$ cat config.mk
export PLATFORM = sky130hd
export DESIGN_NAME = fifo_uart_tx_flat
export DESIGN_NICKNAME = d
export VERILOG_FILES = /design/src/rtl/fifo_uart_tx_if.sv /design/src/rtl/fifo_uart_tx.sv /design/src/flat_wrapper.sv
export SDC_FILE = /design/constraint.sdc
export NUM_CORES = 1
export LEC_CHECK = 0
export ABC_AREA = 1
export CAP_MARGIN = 20
export CORE_UTILIZATION = 30
export CTS_CLUSTER_DIAMETER = 40
export DETAILED_ROUTE_END_ITERATION = 10
export PLACE_DENSITY = 0.48
export SLEW_MARGIN = 20
export SYNTH_ARGS = -nofsm -noshare
export SYNTH_HDL_FRONTEND = slang
export SYNTH_SLANG_ARGS = --single-unit
$ cat constraint.sdc
create_clock -name clk -period 2.1 [get_ports clk]
set_input_delay 0.315 -clock clk [delete_from_list [all_inputs] [get_ports clk]]
set_output_delay 0.315 -clock clk [all_outputs]
set_load 0.01 [all_outputs]
$ cat src/rtl/fifo_uart_tx_if.sv
// -----------------------------------------------------------------------------
// fifo_uart_tx_if
// Read-port bundle between a synchronous FIFO and its UART drain stage.
//   fifo_empty : FIFO empty flag (FIFO -> drain)
//   fifo_data  : FIFO data_out, registered, valid the cycle after a pop edge
//   fifo_pop   : pop strobe (drain -> FIFO)
// Modports: master = drain stage (fifo_uart_tx), slave = FIFO read side.
// -----------------------------------------------------------------------------
interface fifo_uart_tx_if #(
   parameter int DATA_SIZE = 8
);
   logic                 fifo_empty;
   logic [DATA_SIZE-1:0] fifo_data;
   logic                 fifo_pop;

   modport master (
      input  fifo_empty,
      input  fifo_data,
      output fifo_pop
   );

   modport slave (
      output fifo_empty,
      output fifo_data,
      input  fifo_pop
   );
endinterface

$ cat src/rtl/fifo_uart_tx.sv
// -----------------------------------------------------------------------------
// fifo_uart_tx
// Drain stage for a synchronous FIFO: pops one word at a time and serialises
// it as a UART frame (start, DATA_SIZE data bits LSB first, optional even
// parity, stop). A pop is only issued after seeing the FIFO non-empty in IDLE.
// Ports:
//   clk        : system clock, rising edge
//   rst        : synchronous active-high reset
//   enable     : permits starting new frames (sampled in IDLE only)
//   fifo_rd    : FIFO read port (empty flag, registered data, pop strobe)
//   tx         : serial line, idle high
//   busy       : high in every state except IDLE
//   frame_done : one-cycle pulse on the last stop-bit cycle
// All outputs come straight from flops.
// -----------------------------------------------------------------------------
module fifo_uart_tx #(
   parameter int DATA_SIZE    = 8,
   parameter int CLKS_PER_BIT = 4,
   parameter bit PARITY_EN    = 1'b0
) (
   input  logic           clk,
   input  logic           rst,
   input  logic           enable,
   fifo_uart_tx_if.master fifo_rd,
   output logic           tx,
   output logic           busy,
   output logic           frame_done
);

   localparam int BAUD_W = (CLKS_PER_BIT > 1) ? $clog2(CLKS_PER_BIT) : 1;
   localparam int BIT_W  = $clog2(DATA_SIZE) + 1;

   localparam logic [BAUD_W-1:0] BAUD_ZERO = '0;
   localparam logic [BAUD_W-1:0] BAUD_ONE  = BAUD_W'(1);
   localparam logic [BAUD_W-1:0] BAUD_LAST = BAUD_W'(CLKS_PER_BIT - 1);
   localparam logic [BIT_W-1:0]  BIT_ZERO  = '0;
   localparam logic [BIT_W-1:0]  BIT_ONE   = BIT_W'(1);
   localparam logic [BIT_W-1:0]  BIT_LAST  = BIT_W'(DATA_SIZE - 1);

   // With one clock per bit the stop bit is also its own last cycle, so
   // frame_done must be raised on entry to STOP.
   localparam bit DONE_ON_ENTRY = (CLKS_PER_BIT == 1);

   typedef enum logic [2:0] {
      IDLE,
      POP,
      LOAD,
      START,
      DATA,
      PARITY,
      STOP
   } state_t;

   state_t               state_reg;
   logic [BAUD_W-1:0]    baud_reg;
   logic [BIT_W-1:0]     bit_reg;
   logic [DATA_SIZE-1:0] shreg_reg;
   logic                 parity_reg;
   logic                 tx_reg;
   logic                 pop_reg;
   logic                 busy_reg;
   logic                 done_reg;

   logic                 baud_end;
   logic [BAUD_W-1:0]    baud_inc;
   logic [DATA_SIZE-1:0] shreg_shift;

   assign baud_end    = (baud_reg == BAUD_LAST);
   assign baud_inc    = baud_reg + BAUD_ONE;
   assign shreg_shift = shreg_reg >> 1;

   // Each transition also loads the output flops with the values that belong
   // to the destination state, which keeps the outputs Moore and registered.
   always_ff @(posedge clk) begin
      if (rst) begin
         state_reg  <= IDLE;
         baud_reg   <= BAUD_ZERO;
         bit_reg    <= BIT_ZERO;
         shreg_reg  <= '0;
         parity_reg <= 1'b0;
         tx_reg     <= 1'b1;
         pop_reg    <= 1'b0;
         busy_reg   <= 1'b0;
         done_reg   <= 1'b0;
      end else begin
         case (state_reg)
            IDLE: begin
               tx_reg   <= 1'b1;
               done_reg <= 1'b0;
               baud_reg <= BAUD_ZERO;
               if (enable && !fifo_rd.fifo_empty) begin
                  state_reg <= POP;
                  pop_reg   <= 1'b1;
                  busy_reg  <= 1'b1;
               end
            end

            POP: begin
               // Single pop per frame; FIFO data appears during LOAD.
               state_reg <= LOAD;
               pop_reg   <= 1'b0;
               tx_reg    <= 1'b1;
            end

            LOAD: begin
               shreg_reg  <= fifo_rd.fifo_data;
               parity_reg <= ^fifo_rd.fifo_data;
               baud_reg   <= BAUD_ZERO;
               state_reg  <= START;
               tx_reg     <= 1'b0;
            end

            START: begin
               if (baud_end) begin
                  baud_reg  <= BAUD_ZERO;
                  bit_reg   <= BIT_ZERO;
                  state_reg <= DATA;
                  tx_reg    <= shreg_reg[0];
               end else begin
                  baud_reg <= baud_inc;
               end
            end

            DATA: begin
               if (baud_end) begin
                  baud_reg  <= BAUD_ZERO;
                  shreg_reg <= shreg_shift;
                  bit_reg   <= bit_reg + BIT_ONE;
                  if (bit_reg == BIT_LAST) begin
                     if (PARITY_EN) begin
                        state_reg <= PARITY;
                        tx_reg    <= parity_reg;
                     end else begin
                        state_reg <= STOP;
                        tx_reg    <= 1'b1;
                        done_reg  <= DONE_ON_ENTRY;
                     end
                  end else begin
                     tx_reg <= shreg_shift[0];
                  end
               end else begin
                  baud_reg <= baud_inc;
               end
            end

            PARITY: begin
               if (baud_end) begin
                  baud_reg  <= BAUD_ZERO;
                  state_reg <= STOP;
                  tx_reg    <= 1'b1;
                  done_reg  <= DONE_ON_ENTRY;
               end else begin
                  baud_reg <= baud_inc;
               end
            end

            STOP: begin
               tx_reg <= 1'b1;
               if (baud_end) begin
                  baud_reg  <= BAUD_ZERO;
                  state_reg <= IDLE;
                  busy_reg  <= 1'b0;
                  done_reg  <= 1'b0;
               end else begin
                  baud_reg <= baud_inc;
                  // Raise the pulse one edge early so it covers the final cycle.
                  done_reg <= (baud_inc == BAUD_LAST);
               end
            end

            default: begin
               state_reg <= IDLE;
               tx_reg    <= 1'b1;
               pop_reg   <= 1'b0;
               busy_reg  <= 1'b0;
               done_reg  <= 1'b0;
            end
         endcase
      end
   end

   assign fifo_rd.fifo_pop = pop_reg;
   assign tx               = tx_reg;
   assign busy             = busy_reg;
   assign frame_done       = done_reg;

endmodule

$ cat src/flat_wrapper.sv
// flat-port wrapper written by rule: the top's interface ports become plain ports
module fifo_uart_tx_flat 
#(
   parameter int DATA_SIZE    = 8,
   parameter int CLKS_PER_BIT = 4,
   parameter bit PARITY_EN    = 1'b0
)
  (clk, rst, enable, tx, busy, frame_done, fifo_rd_fifo_empty, fifo_rd_fifo_data, fifo_rd_fifo_pop);
  fifo_uart_tx_if #(.DATA_SIZE(DATA_SIZE)) fifo_rd_i ();
  input  logic clk;
  input  logic rst;
  input  logic enable;
  output logic tx;
  output logic busy;
  output logic frame_done;
  input wire logic [$bits(fifo_rd_i.fifo_empty)-1:0] fifo_rd_fifo_empty;
  input wire logic [$bits(fifo_rd_i.fifo_data)-1:0] fifo_rd_fifo_data;
  output wire logic [$bits(fifo_rd_i.fifo_pop)-1:0] fifo_rd_fifo_pop;
  assign fifo_rd_i.fifo_empty = fifo_rd_fifo_empty;
  assign fifo_rd_i.fifo_data = fifo_rd_fifo_data;
  assign fifo_rd_fifo_pop = fifo_rd_i.fifo_pop;
  fifo_uart_tx #(.DATA_SIZE(DATA_SIZE), .CLKS_PER_BIT(CLKS_PER_BIT), .PARITY_EN(PARITY_EN)) u_core (.clk(clk), .rst(rst), .enable(enable), .fifo_rd(fifo_rd_i), .tx(tx), .busy(busy), .frame_done(frame_done));
endmodule
; Word level (Yosys, flattened, before mapping)
; Cells that the tools add are included.
[word_totals]
register_bits = 21
in_bits = 12
out_inout_bits = 4
elab_cells = 73
[classes]
addsub = 2
eq_ne = 15
n_mux = 27
bitwise_logic = 3
reduce_logical = 18
[op_table]
columns = op, count
row1 = $pmux 3 s7, 1
row2 = $mux 3, 6
row3 = $pmux 8 s2, 1
row4 = $ne 2x1->1 const B, 6
row5 = $reduce_or 5->1, 2
row6 = $eq 3x3->1 const B, 3
row7 = $mux 1, 9
row8 = $reduce_and 3->1, 3
row9 = $mux 4, 2
row10 = $mux 8, 1
row11 = $pmux 1 s4, 2
row12 = $pmux 4 s2, 1
row13 = $eq 3x2->1 const B, 2
row14 = $reduce_and 6->1, 1
row15 = $reduce_bool 2->1, 3
row16 = $add 4x1->4 const B, 1
row17 = $eq 2x2->1 const B, 2
row18 = $eq 4x3->1 const B, 1
row19 = $pmux 2 s2, 1
row20 = $reduce_and 2->1, 2
row21 = $reduce_and 4->1, 1
row22 = $reduce_or 4->1, 1
row23 = $eq 3x1->1 const B, 1
row24 = $logic_not 3->1, 1
row25 = 9 further kinds, 11

; Depth between registers and ports, before layout
; Gate-level depths: netlist of the first run.
[logic_depth]
word_depth = 4
mapped_depth = 9

; Worst setup path before layout of the first run
; No wires, ideal clock.
[synth_path]
path_kind = register to register
startpoint = register u_core.bit_reg[0]
endpoint = register u_core.state_reg[2]
setup_ps = 115
arrival_time_ps = 1115
required_ps = 1985
path_slack_ps = 871
path_stages_with_launch = 9
path_buffers = 0
synth_period_minus_slack_ps = 1229
path_cell_list = dfxtp_1 ha_1 nand2_1 nor2_2 nor2_1 nor2_1 nand3_1 nand2_1 nor2_1
[synth_via]
elab_chain_cells = 3
[synth_lines]
columns = item, line_no
row1 = from (decl), fifo_uart_tx.sv:56  ; logic [BIT_W-1:0] bit_reg;
row2 = from (signal assigned), fifo_uart_tx.sv:128  ; bit_reg <= bit_reg + BIT_ONE;
row3 = $eq 4x3->1, fifo_uart_tx.sv:129  ; if (bit_reg == BIT_LAST) begin
row4 = $ne 2x1->1 (no source line), -
row5 = $reduce_and 6->1 (no source line), -
row6 = to (signal assigned), fifo_uart_tx.sv:131  ; state_reg <= PARITY;
row7 = to (signal assigned), fifo_uart_tx.sv:134  ; state_reg <= STOP;
row8 = to (signal assigned), fifo_uart_tx.sv:149  ; state_reg <= STOP;
row9 = to (decl), fifo_uart_tx.sv:54  ; state_t state_reg;
; Every way passes these cells.
; A chain may end at the register's enable or synchronous reset.

; Worst setup path after layout of the first run
[layout_path]
startpoint = register u_core.state_reg[0]
endpoint = register u_core.bit_reg[3]
[layout_via]
elab_chain_cells = 3
[layout_lines]
columns = item, line_no
row1 = from (signal assigned), fifo_uart_tx.sv:76  ; state_reg <= IDLE;
row2 = from (signal assigned), fifo_uart_tx.sv:92  ; state_reg <= POP;
row3 = from (signal assigned), fifo_uart_tx.sv:100  ; state_reg <= LOAD;
row4 = $eq 3x3->1 or $eq 3x2->1 (tied branches), fifo_uart_tx.sv:86  ; case (state_reg)
row5 = $ne 2x1->1 (no source line) or $reduce_bool 2->1 (tied branches), -
row6 = $reduce_and 3->1 (no source line), -
; Parallel ways exist; a longest one is shown, timed or not.

==> results.ini, run 1 <==
[clocking]
numCtsBuffers = 3
clock_latency_ns = 0.26
cts_setup_buffers = 0
cts_resized = 0
cts_tree = built
cts-root-buf = clkbuf_8
clockBufferDepth = 2
numClockSinks = 21
cts.clk_slew.worst_paths_ns = 0.08
cts_hold_buf = 0
h-tree-depth = 1

[synth]
postSynthCellCount = 176
synth_area_um2 = 1220
synth.avg_cell_area_um2 = 6.92
ys_ff_latch = 21
ys_types = 23
yosysWarnings = 0
synth_edf_count = 0
synthFlopType = dfxtp_1
async_flop_share_pct = 0
synthesis.nets = 191
ys_seq_area_share_pct = 34.5

[worst_setup_path]
r2r_cells = 7
worstSetupStartpointType = flip-flop
startpoint = u_core.state_reg[0]$_SDFFE_PP0P_
crit_arrival_ns = 1.71
end_kind = flip-flop
setup.worst_path.end = u_core.bit_reg[3]$_SDFFE_PP0P_
r2r-end = u_core.bit_reg[3]$_SDFFE_PP0P_
r2r-start = u_core.state_reg[0]$_SDFFE_PP0P_
cp_max_fo = 7
crit_required_ns = 2.26
crit_type = reg -> reg
r2r_setup_slack_ns = 0.55

[global_routing]
gr-total-overflow = 0
grt_max_degree = 13
grt_busiest_layer = met2
met2_usage_pct = 24.9
use_met3_pct = 4.34
grt_pass1_wl_um = 4890
antenna_found_initial = 0
grt_use_total_pct = 14.8
grt_pass1_vias = 1077
globalRouteMet1Util_pct = 18.3

[worst_hold_path]
hp-class = reg -> reg
hold_path.startpoint = u_core.busy$_SDFFE_PP0P_

[route]
drcViolationCount = 0
drt_pass1_iterations = 4
wirelength_um = 2800
num_vias = 1155
post_drt_via_cell_ratio = 4.85
routedWlPerCell_um = 11.8
drtIter0Drc = 44
ant_nets = 0

[power]
powerDensity_nw_per_um2 = 1080
report.power.total_mw = 1.55
leakage_nw = 0.647
vdd_drop_max_v = 0.000637

[placed_design]
dp_hpwl_um = 2080
place_ws_ns = 0.595
finalWeightedCongestion = 0.784
io_buffers = 15

[layout]
syn_to_final_growth_pct = 17.0
largest_register_ffs = 8
seqCellArea_um2 = 420
drive_above_1_share_pct = 11.1
fillCellCount = 396
diodes = 0
multi_input_area_um2 = 688
nets = 206

[timing]
finalSetupTns_ns = 0
worst_slew_pin_slew_ns = 0.487
skew_ns = 0.00168
layout_setup_ws_ns = 0.547
fmax_ghz = 0.644
fin_crit_ns = 1.55
slew_headroom_pct = 67.5
setup_viol = 0
hold_viol = 0
rsz0062_at_grt = false
finalCritPeriodShare_pct = 73.9
slew_violations = 0

[job]
drv_cap = 0

[floorplanning]
rows = 22
floorplan.initialDensity_pct = 32.3
num_io_pins = 16
dieWidth_um = 65.7
core_area_um2 = 3770
dieArea_um2 = 4320
die-height_um = 65.7

[run_status]
status = finished, final reports clean

==> stage by stage <==
| stage | std cells | hold WS, ns | utilization [%] | instance area, um2 |
|---|---|---|---|---|
| final | 238 | 0.452 | 37.8 | 1430 |
| after global routing | 238 | 0.477 | 37.8 | 1430 |
| after CTS | 238 | 0.460 | 37.8 | 1430 |
| after detailed placement | 234 | 0.448 | 36.6 | 1380 |
| after global placement | 234 | 0.458 | 36.6 | 1380 |
| after floorplan | 176 | 0.444 | - | 1220 |
==> synth_stat cells, types with 2 or more instances <==
master / count / area (um2)
nand2_1: 46 / 173
ha_1: 3 / 37.5
a21oi_1: 11 / 55.1
nand2_4: 5 / 56.3
buf_6: 4 / 45.0
o21ai_0: 15 / 75.1
nand2_2: 3 / 18.8
buf_2: 2 / 10.0
inv_1: 12 / 45.0
dfxtp_1: 21 / 420
nand3_1: 15 / 75.1
nor2_1: 25 / 93.8
o211ai_1: 2 / 15.0
nand4_1: 2 / 12.5
nor2_2: 2 / 12.5
==> worst min-delay path by stage <==
| stage | to | cells past startpoint | slack (ns) |
|---|---|---|---|
| 5_1_grt | u_core.busy$_SDFFE_PP0P_ | 2 | 0.48 |
| 4_1_cts | u_core.busy$_SDFFE_PP0P_ | 2 | 0.46 |
| 2_1_floorplan | u_core.shreg_reg[7]$_SDFFE_PP0P_ | 2 | 0.44 |
| 6_report | u_core.busy$_SDFFE_PP0P_ | 2 | 0.45 |
| 3_3_place_gp | u_core.shreg_reg[7]$_SDFFE_PP0P_ | 2 | 0.46 |
| 3_5_place_dp | u_core.busy$_SDFFE_PP0P_ | 2 | 0.45 |
==> metal layers <==
| metal | routed length (um) | part of all wire, % |
|---|---|---|
| met5 | 0 | 0 |
| met4 | 22 | 0.78 |
| met3 | 94 | 3.4 |
| met2 | 1320 | 47 |
| met1 | 1360 | 49 |
==> cell usage in the layout (no fill, tap or decap), types with 3 or more instances in the layout <==
cell / n
clkdlybuf4s50_1: 15
ha_1: 3
nand2_4: 5
clkbuf_8: 3
inv_1: 12
nand3_1: 15
o21ai_0: 15
dfxtp_1: 21
nor2_1: 25
nand2_2: 3
nand2_1: 46
a21oi_1: 11
==> layout make-up <==
cell class	instances	area share, %
Clock buffer	4	3.16
Inverter	14	3.86
Multi-Input combinational cell	135	48.2
Sequential cell	21	29.5
Tap cell	48	4.21
Timing Repair Buffer	16	11.1
==> kinds of logic (layout without fill, tap and decap cells) <==
| kind of cell | count (synthesis) | after routing | share of synthesized area (%) |
|---|---|---|---|
| simple gates | 102 | 102 | 40.0 |
| compound gates | 30 | 30 | 13.3 |
| flops | 21 | 21 | 34.5 |
| buf+inv | 20 | 34 | 9.03 |
| fa+ha+maj | 3 | 3 | 3.08 |
==> critical path, stage by stage (launching register included) <==
cell	delay, ns
dfxtp_1	0.62
nand2_2	0.11
nor2_1	0.27
nand2_1	0.12
nand2_1	0.14
nor2_1	0.05
nor2_1	0.09
nor2_1	0.05
==> where the power goes <==
part	switching (mW)	total (mW)	internal, mW	leakage (nW)
combinational	0.408	0.669	0.262	0.454
clock	0.140	0.275	0.135	0.0228
sequential	0.117	0.602	0.485	0.171
total	0.664	1.55	0.882	0.647
Note: power is estimated with default switching activity, not from simulation.
==> run 2, diff against run 1 <==
clock period = 1.5 ns   (was 2.1 ns; I/O delays follow)
==> run 2 against run 1 <==
Net effect:
- count of clock-buffer cells in the layout unchanged
- sequential cell count unchanged
- cell area increased by 5.3%
- clock skew increased by 0.0018 ns
- global-route usage increased by 0.15 points
- largest cell class unchanged
- clock power increased by 38%
- critical path type is now reg -> out
- total power increased by 49%
- largest power group unchanged
==> results.ini, run 2 (same netlist as run 1, synthesis figures left out) <==
[worst_setup_path]
critical_path.max_stage_delay_ns = 0.54  ; was 0.62 ns
path_cells = clkdlybuf4s50_1  ; was nand2_2 > nor2_1 > nand2_1 > nand2_1 > nor2_1 > nor2_1 > nor2_1
crit_type = reg -> out  ; was reg -> reg
startpoint = u_core.tx$_SDFFE_PP1P_  ; was u_core.state_reg[0]$_SDFFE_PP0P_
r2r-start = u_core.state_reg[2]$_SDFFE_PP0P_  ; was u_core.state_reg[0]$_SDFFE_PP0P_
crit_required_ns = 1.27  ; was 2.26 ns
worstSetupStartpointType = flip-flop  ; unchanged
cp_max_fo = 2  ; was 7
crit_family = buffers and inverters  ; was simple AND/OR/NAND/NOR gates
critPathBufInv = 1  ; was 0
end_kind = primary output  ; was flip-flop
crit_arrival_ns = 1.17  ; was 1.71 ns
cpMaxStageDelayCell = clkdlybuf4s50_1  ; was dfxtp_1

[power]
powerDensity_nw_per_um2 = 1530  ; was 1080 nW/um2
vdd_drop_max_v = 0.000713  ; was 0.000637 V
report.power.total_mw = 2.30  ; was 1.55 mW
leakage_nw = 0.691  ; was 0.647 nW

[route]
drtIter0Drc = 50  ; was 44
drt_pass1_iterations = 4  ; unchanged
num_vias = 1175  ; was 1155
routedWlPerCell_um = 11.4  ; was 11.8 um
ant_nets = 0  ; unchanged
wirelength_um = 2800  ; about the same
post_drt_via_cell_ratio = 4.78  ; was 4.85
drcViolationCount = 0  ; unchanged

[run_status]
status = finished, final reports clean  ; unchanged

[timing]
slew_violations = 0  ; unchanged
finalCritPeriodShare_pct = 92.8
hold_slack_ns = 0.466  ; was 0.452 ns
hold_viol = 0  ; unchanged
rsz0062_at_grt = false  ; unchanged
fin_crit_ns = 1.39
fmax_ghz = 0.718
finalSetupTns_ns = 0  ; unchanged
worst_slew_pin_slew_ns = 0.363  ; was 0.487 ns
skew_ns = 0.00344  ; was 0.00168 ns
setup_viol = 0  ; unchanged
slew_headroom_pct = 75.8  ; was 67.5%
layout_setup_ws_ns = 0.108  ; was 0.547 ns

[layout]
drive_above_1_share_pct = 15.2  ; was 11.1%
nets = 214  ; was 206
diodes = 0  ; unchanged
largest_register_ffs = 8  ; unchanged
design_area_um2 = 1500  ; was 1430 um2
layout_common_cells = nand2_1, nor2_1, dfxtp_1  ; unchanged
syn_to_final_growth_pct = 23.2  ; was 17.0%
final_util_pct = 39.8  ; was 37.8%
stdcell_count = 246  ; was 238
layout_commonest_cell = nand2_1  ; unchanged

[floorplanning]
core_area_um2 = 3770  ; unchanged
rows = 22  ; unchanged
die-height_um = 65.7  ; unchanged
floorplan.initialDensity_pct = 32.3  ; unchanged
dieWidth_um = 65.7  ; unchanged
dieArea_um2 = 4320  ; unchanged
num_io_pins = 16  ; unchanged

[global_routing]
grt_pass1_vias = 1087  ; was 1077
antenna_found_initial = 0  ; unchanged
grt_pass1_wl_um = 4910  ; was 4890 um
grt_use_total_pct = 15.0  ; was 14.8%
gr-total-overflow = 0  ; unchanged
grt_max_degree = 13  ; unchanged

[clocking]
cts-root-buf = clkbuf_8  ; unchanged
cts_hold_buf = 0  ; unchanged
cts_resized = 0  ; unchanged
cts_setup_buffers = 0  ; unchanged
cts_tree = built  ; unchanged
numCtsBuffers = 3  ; unchanged
numClockSinks = 21  ; unchanged
clock_latency_ns = 0.26  ; about the same
cts.clk_slew.worst_paths_ns = 0.08  ; about the same
clockBufferDepth = 2  ; unchanged
h-tree-depth = 1  ; unchanged

[job]
drv_cap = 0  ; unchanged

[placed_design]
dpl_cell_area_um2 = 1450  ; was 1380 um2
dp_hpwl_um = 2150  ; was 2080 um
place_inst = 242  ; was 234
io_buffers = 15  ; unchanged
place_ws_ns = 0.102  ; was 0.595 ns
finalWeightedCongestion = 0.835  ; was 0.784

[worst_hold_path]
hp-class = reg -> reg  ; unchanged
hold_path.startpoint = u_core.shreg_reg[7]$_SDFFE_PP0P_  ; was u_core.busy$_SDFFE_PP0P_

-- run 2: final timing paths --
path,endpoint,slack (ns),cells after the start
setup / recovery,tx,0.11,1
hold / removal,u_core.shreg_reg[7]$_SDFFE_PP0P_,0.47,2
setup reg to reg,u_core.state_reg[2]$_SDFFE_PP0P_,0.14,8
hold reg to reg,u_core.shreg_reg[7]$_SDFFE_PP0P_,0.47,2
-- run 2: layer usage --
layer	wire length, um	vias to the layer above	track usage (%)
met5	0	-	0
met4	26	0	5.71
met3	123	4	2.60
met2	1260	22	23.7
met1	1390	536	19.9
li1	-	613	-
-- run 2: worst register-to-register path: stages (launching register included) --
cell and delay, ns:
dfxtp_1 0.40, buf_4 0.20, inv_4 0.07, nand2_1 0.12, nand2_2 0.10, nand2_4 0.11, nand2_4 0.07, a21oi_1 0.14
nor2_1 0.06
-- run 2: area by class of cell --
| type | instances | area [um2] |
|---|---|---|
| multi-input combinational | 135 | 691 |
| timing repair buffer | 24 | 230 |
| clock buffer | 4 | 45.0 |
| sequential | 21 | 420 |
| inverter | 14 | 55.1 |
| fill | 400 | 2270 |
| tap | 48 | 60.1 |
-- run 2: power breakdown --
part | internal [mW] | leakage, nW | switching [mW] | total (mW)
Combinational | 0.462 | 0.497 | 0.690 | 1.15
Clock | 0.189 | 0.0228 | 0.190 | 0.379
Sequential | 0.679 | 0.171 | 0.0931 | 0.772
Total | 1.33 | 0.691 | 0.973 | 2.30
==> run 3, diff against run 2 <==
--- a/config.mk
+++ b/config.mk
@@ -9,7 +9,8 @@
 export CAP_MARGIN = 20
 export CORE_UTILIZATION = 30
-export CTS_CLUSTER_DIAMETER = 40
+export CTS_CLUSTER_DIAMETER = 30
 export DETAILED_ROUTE_END_ITERATION = 10
 export PLACE_DENSITY = 0.48
+export SETUP_SLACK_MARGIN = 0.3
 export SLEW_MARGIN = 20
 export SYNTH_ARGS = -nofsm -noshare
==> constraint.sdc (replaced) <==
create_clock -name clk -period 1.5 [get_ports clk]
set_input_delay 0.225 -clock clk [delete_from_list [all_inputs] [get_ports clk]]
set_output_delay 0.225 -clock clk [all_outputs]
set_load 0.05 [all_outputs]
==> run 3 against run 2 <==
Net effect:
- combinational power is 37% higher
- register-to-register slack better by 0.14 ns
- sequential share of layout area is 2.9 points lower
- critical path depth is 6 higher
- fmax is 14% higher
- first-iteration DRC count is 28% lower
- critical path type is now reg -> reg
- count of clock-buffer cells in the layout stayed put
- sequential power is 3% higher
- setup slack better by 0.18 ns
- total power is 20% higher
==> results.ini, run 3 (same netlist as run 1, synthesis figures left out) <==
[layout]
drive_above_1_share_pct = 34.5  ; was 15.2%
syn_to_final_growth_pct = 42.9  ; was 23.2%
largest_register_ffs = 8  ; unchanged
stdcell_count = 254  ; was 246
nets = 222  ; was 214
layout_common_cells = nand2_1, buf_4, dfxtp_1, o21ai_0, nor2_1  ; was nand2_1, nor2_1, dfxtp_1
layout_commonest_cell = nand2_1  ; unchanged
diodes = 0  ; unchanged

[route]
drtIter0Drc = 36  ; was 50
wirelength_um = 3130  ; was 2800 um
wl_met1_um = 1440  ; was 1390 um
post_drt_via_cell_ratio = 4.79  ; was 4.78
num_vias = 1217  ; was 1175
drcViolationCount = 0  ; unchanged
routedWlPerCell_um = 12.3  ; was 11.4 um
route.met2.wl_um = 1550  ; was 1260 um
ant_nets = 0  ; unchanged
top_layer = met4  ; unchanged
wl_met3_um = 77  ; was 123 um
drt_pass1_iterations = 4  ; unchanged

[timing]
hold_viol = 0  ; unchanged
worst_slew_pin_slew_ns = 0.387  ; was 0.363 ns
setup_viol = 0  ; unchanged
rsz0062_at_grt = true  ; was false
finalSetupTns_ns = 0  ; unchanged
skew_ns = 0.0109  ; was 0.00344 ns
fmax_ghz = 0.822  ; was 0.718 GHz
finalCritPeriodShare_pct = 81.1  ; was 92.8%
slew_violations = 0  ; unchanged
slew_headroom_pct = 74.2  ; was 75.8%
fin_crit_ns = 1.22  ; was 1.39 ns

[clocking]
cts-root-buf = clkbuf_8  ; unchanged
cts_tree = built  ; unchanged
numClockSinks = 21  ; unchanged
cts.clk_slew.worst_paths_ns = 0.09  ; was 0.08 ns
clock_latency_ns = 0.27  ; was 0.26 ns
clockBufferDepth = 2  ; unchanged
h-tree-depth = 1  ; unchanged
numCtsBuffers = 3  ; unchanged

[placed_design]
io_buffers = 15  ; unchanged
finalWeightedCongestion = 0.830  ; was 0.835
dp_hpwl_um = 2100  ; was 2150 um
place_inst = 241  ; was 242

[global_routing]
antenna_found_initial = 0  ; unchanged
grt_max_degree = 13  ; unchanged
grt_pass1_vias = 1152  ; was 1087
grt_use_total_pct = 15.3  ; was 15.0%
gr-total-overflow = 0  ; unchanged
grt_pass1_wl_um = 5030  ; was 4910 um

[floorplanning]
dieWidth_um = 65.7  ; unchanged
rows = 22  ; unchanged
core_area_um2 = 3770  ; unchanged
num_io_pins = 16  ; unchanged
die-height_um = 65.7  ; unchanged
dieArea_um2 = 4320  ; unchanged
floorplan.initialDensity_pct = 32.3  ; unchanged

[job]
drv_cap = 0  ; unchanged

[worst_setup_path]
r2r_setup_slack_ns = 0.28  ; was 0.14 ns
crit_type = reg -> reg  ; was reg -> out
cp_max_fo = 6  ; was 2
crit_arrival_ns = 1.42  ; was 1.17 ns
crit_required_ns = 1.71  ; was 1.27 ns
end_kind = flip-flop  ; was primary output
worstSetupStartpointType = flip-flop  ; unchanged
r2r_cells = 7  ; was 8

[power]
report.power.total_mw = 2.77  ; was 2.30 mW
leakage_nw = 0.780  ; was 0.691 nW
powerDensity_nw_per_um2 = 1590  ; was 1530 nW/um2
vdd_drop_max_v = 0.000720  ; was 0.000713 V

[run_status]
status = finished, final reports clean  ; unchanged

[worst_hold_path]
hp-class = reg -> reg  ; unchanged
holdPathStages = 2  ; unchanged

[run 3: cell count changes in the layout (fill, tap and decap cells not counted), sizes merged]
| cell | previous run | this run |
|---|---|---|
| clkdlybuf4s50 | 15 | 11 |
| buf | 9 | 20 |
| nand2 | 54 | 55 |
[run 3: stage by stage]
| stage | hold WS (ns) | utilization, % | area, um2 | setup WS (ns) |
|---|---|---|---|---|
| floorplan | 0.385 | - | 1240 | 0.301 |
| global placement | 0.438 | 38.2 | 1440 | 0.0965 |
| CTS | 0.461 | 41.6 | 1570 | 0.296 |
| finish | 0.455 | 46.2 | 1740 | 0.284 |
| detailed placement | 0.449 | 38.2 | 1440 | 0.118 |
| global route | 0.481 | 46.2 | 1740 | 0.224 |
[run 3: repair_timing]
action                                  in CTS  in global routing
pin swaps                                    4                 11
gates resized for setup                     15                 40
hold buffers                                 0                  0
buffers inserted                             4                  3
endpoints found under the setup margin      20                 17
gates cloned                                 1                  1
[run 3: area by class of cell]
| type | instances | area, um2 |
|---|---|---|
| fill | 375 | 2030 |
| multi-input combinational | 136 | 860 |
| inverter | 14 | 67.6 |
| timing repair buffer | 31 | 273 |
| tap | 48 | 60.1 |
| clock buffer | 4 | 45.0 |
| sequential | 21 | 437 |
[run 3: critical path, stage by stage, from the launching register on]
cell and delay [ns]:
dfxtp_4 0.40, buf_4 0.15, nand3_2 0.13, nand2_4 0.14, nand2_4 0.07, nand3_1 0.09
nand2_1 0.05, nor2_1 0.12
[run 3: report_power, final]
| part | internal [mW] | switching [mW] |
|---|---|---|
| clock network | 0.190 | 0.202 |
| logic | 0.632 | 0.950 |
| registers | 0.689 | 0.103 |
| total | 1.51 | 1.25 |
[run 3: worst paths after layout]
kind	to	from
worst max-delay path	u_core.state_reg[2]$_SDFFE_PP0P_	u_core.state_reg[1]$_SDFFE_PP0P_
worst min-delay path	u_core.busy$_SDFFE_PP0P_	u_core.busy$_SDFFE_PP0P_
worst max register to register	u_core.state_reg[2]$_SDFFE_PP0P_	u_core.state_reg[1]$_SDFFE_PP0P_
worst min register to register	u_core.busy$_SDFFE_PP0P_	u_core.busy$_SDFFE_PP0P_
[run 3: routing by layer]
metal	track usage [%]	up-vias
met4	6.25	0
met2	25.8	17
li1	-	637
met5	0	-
met3	3.65	9
met1	18.4	554
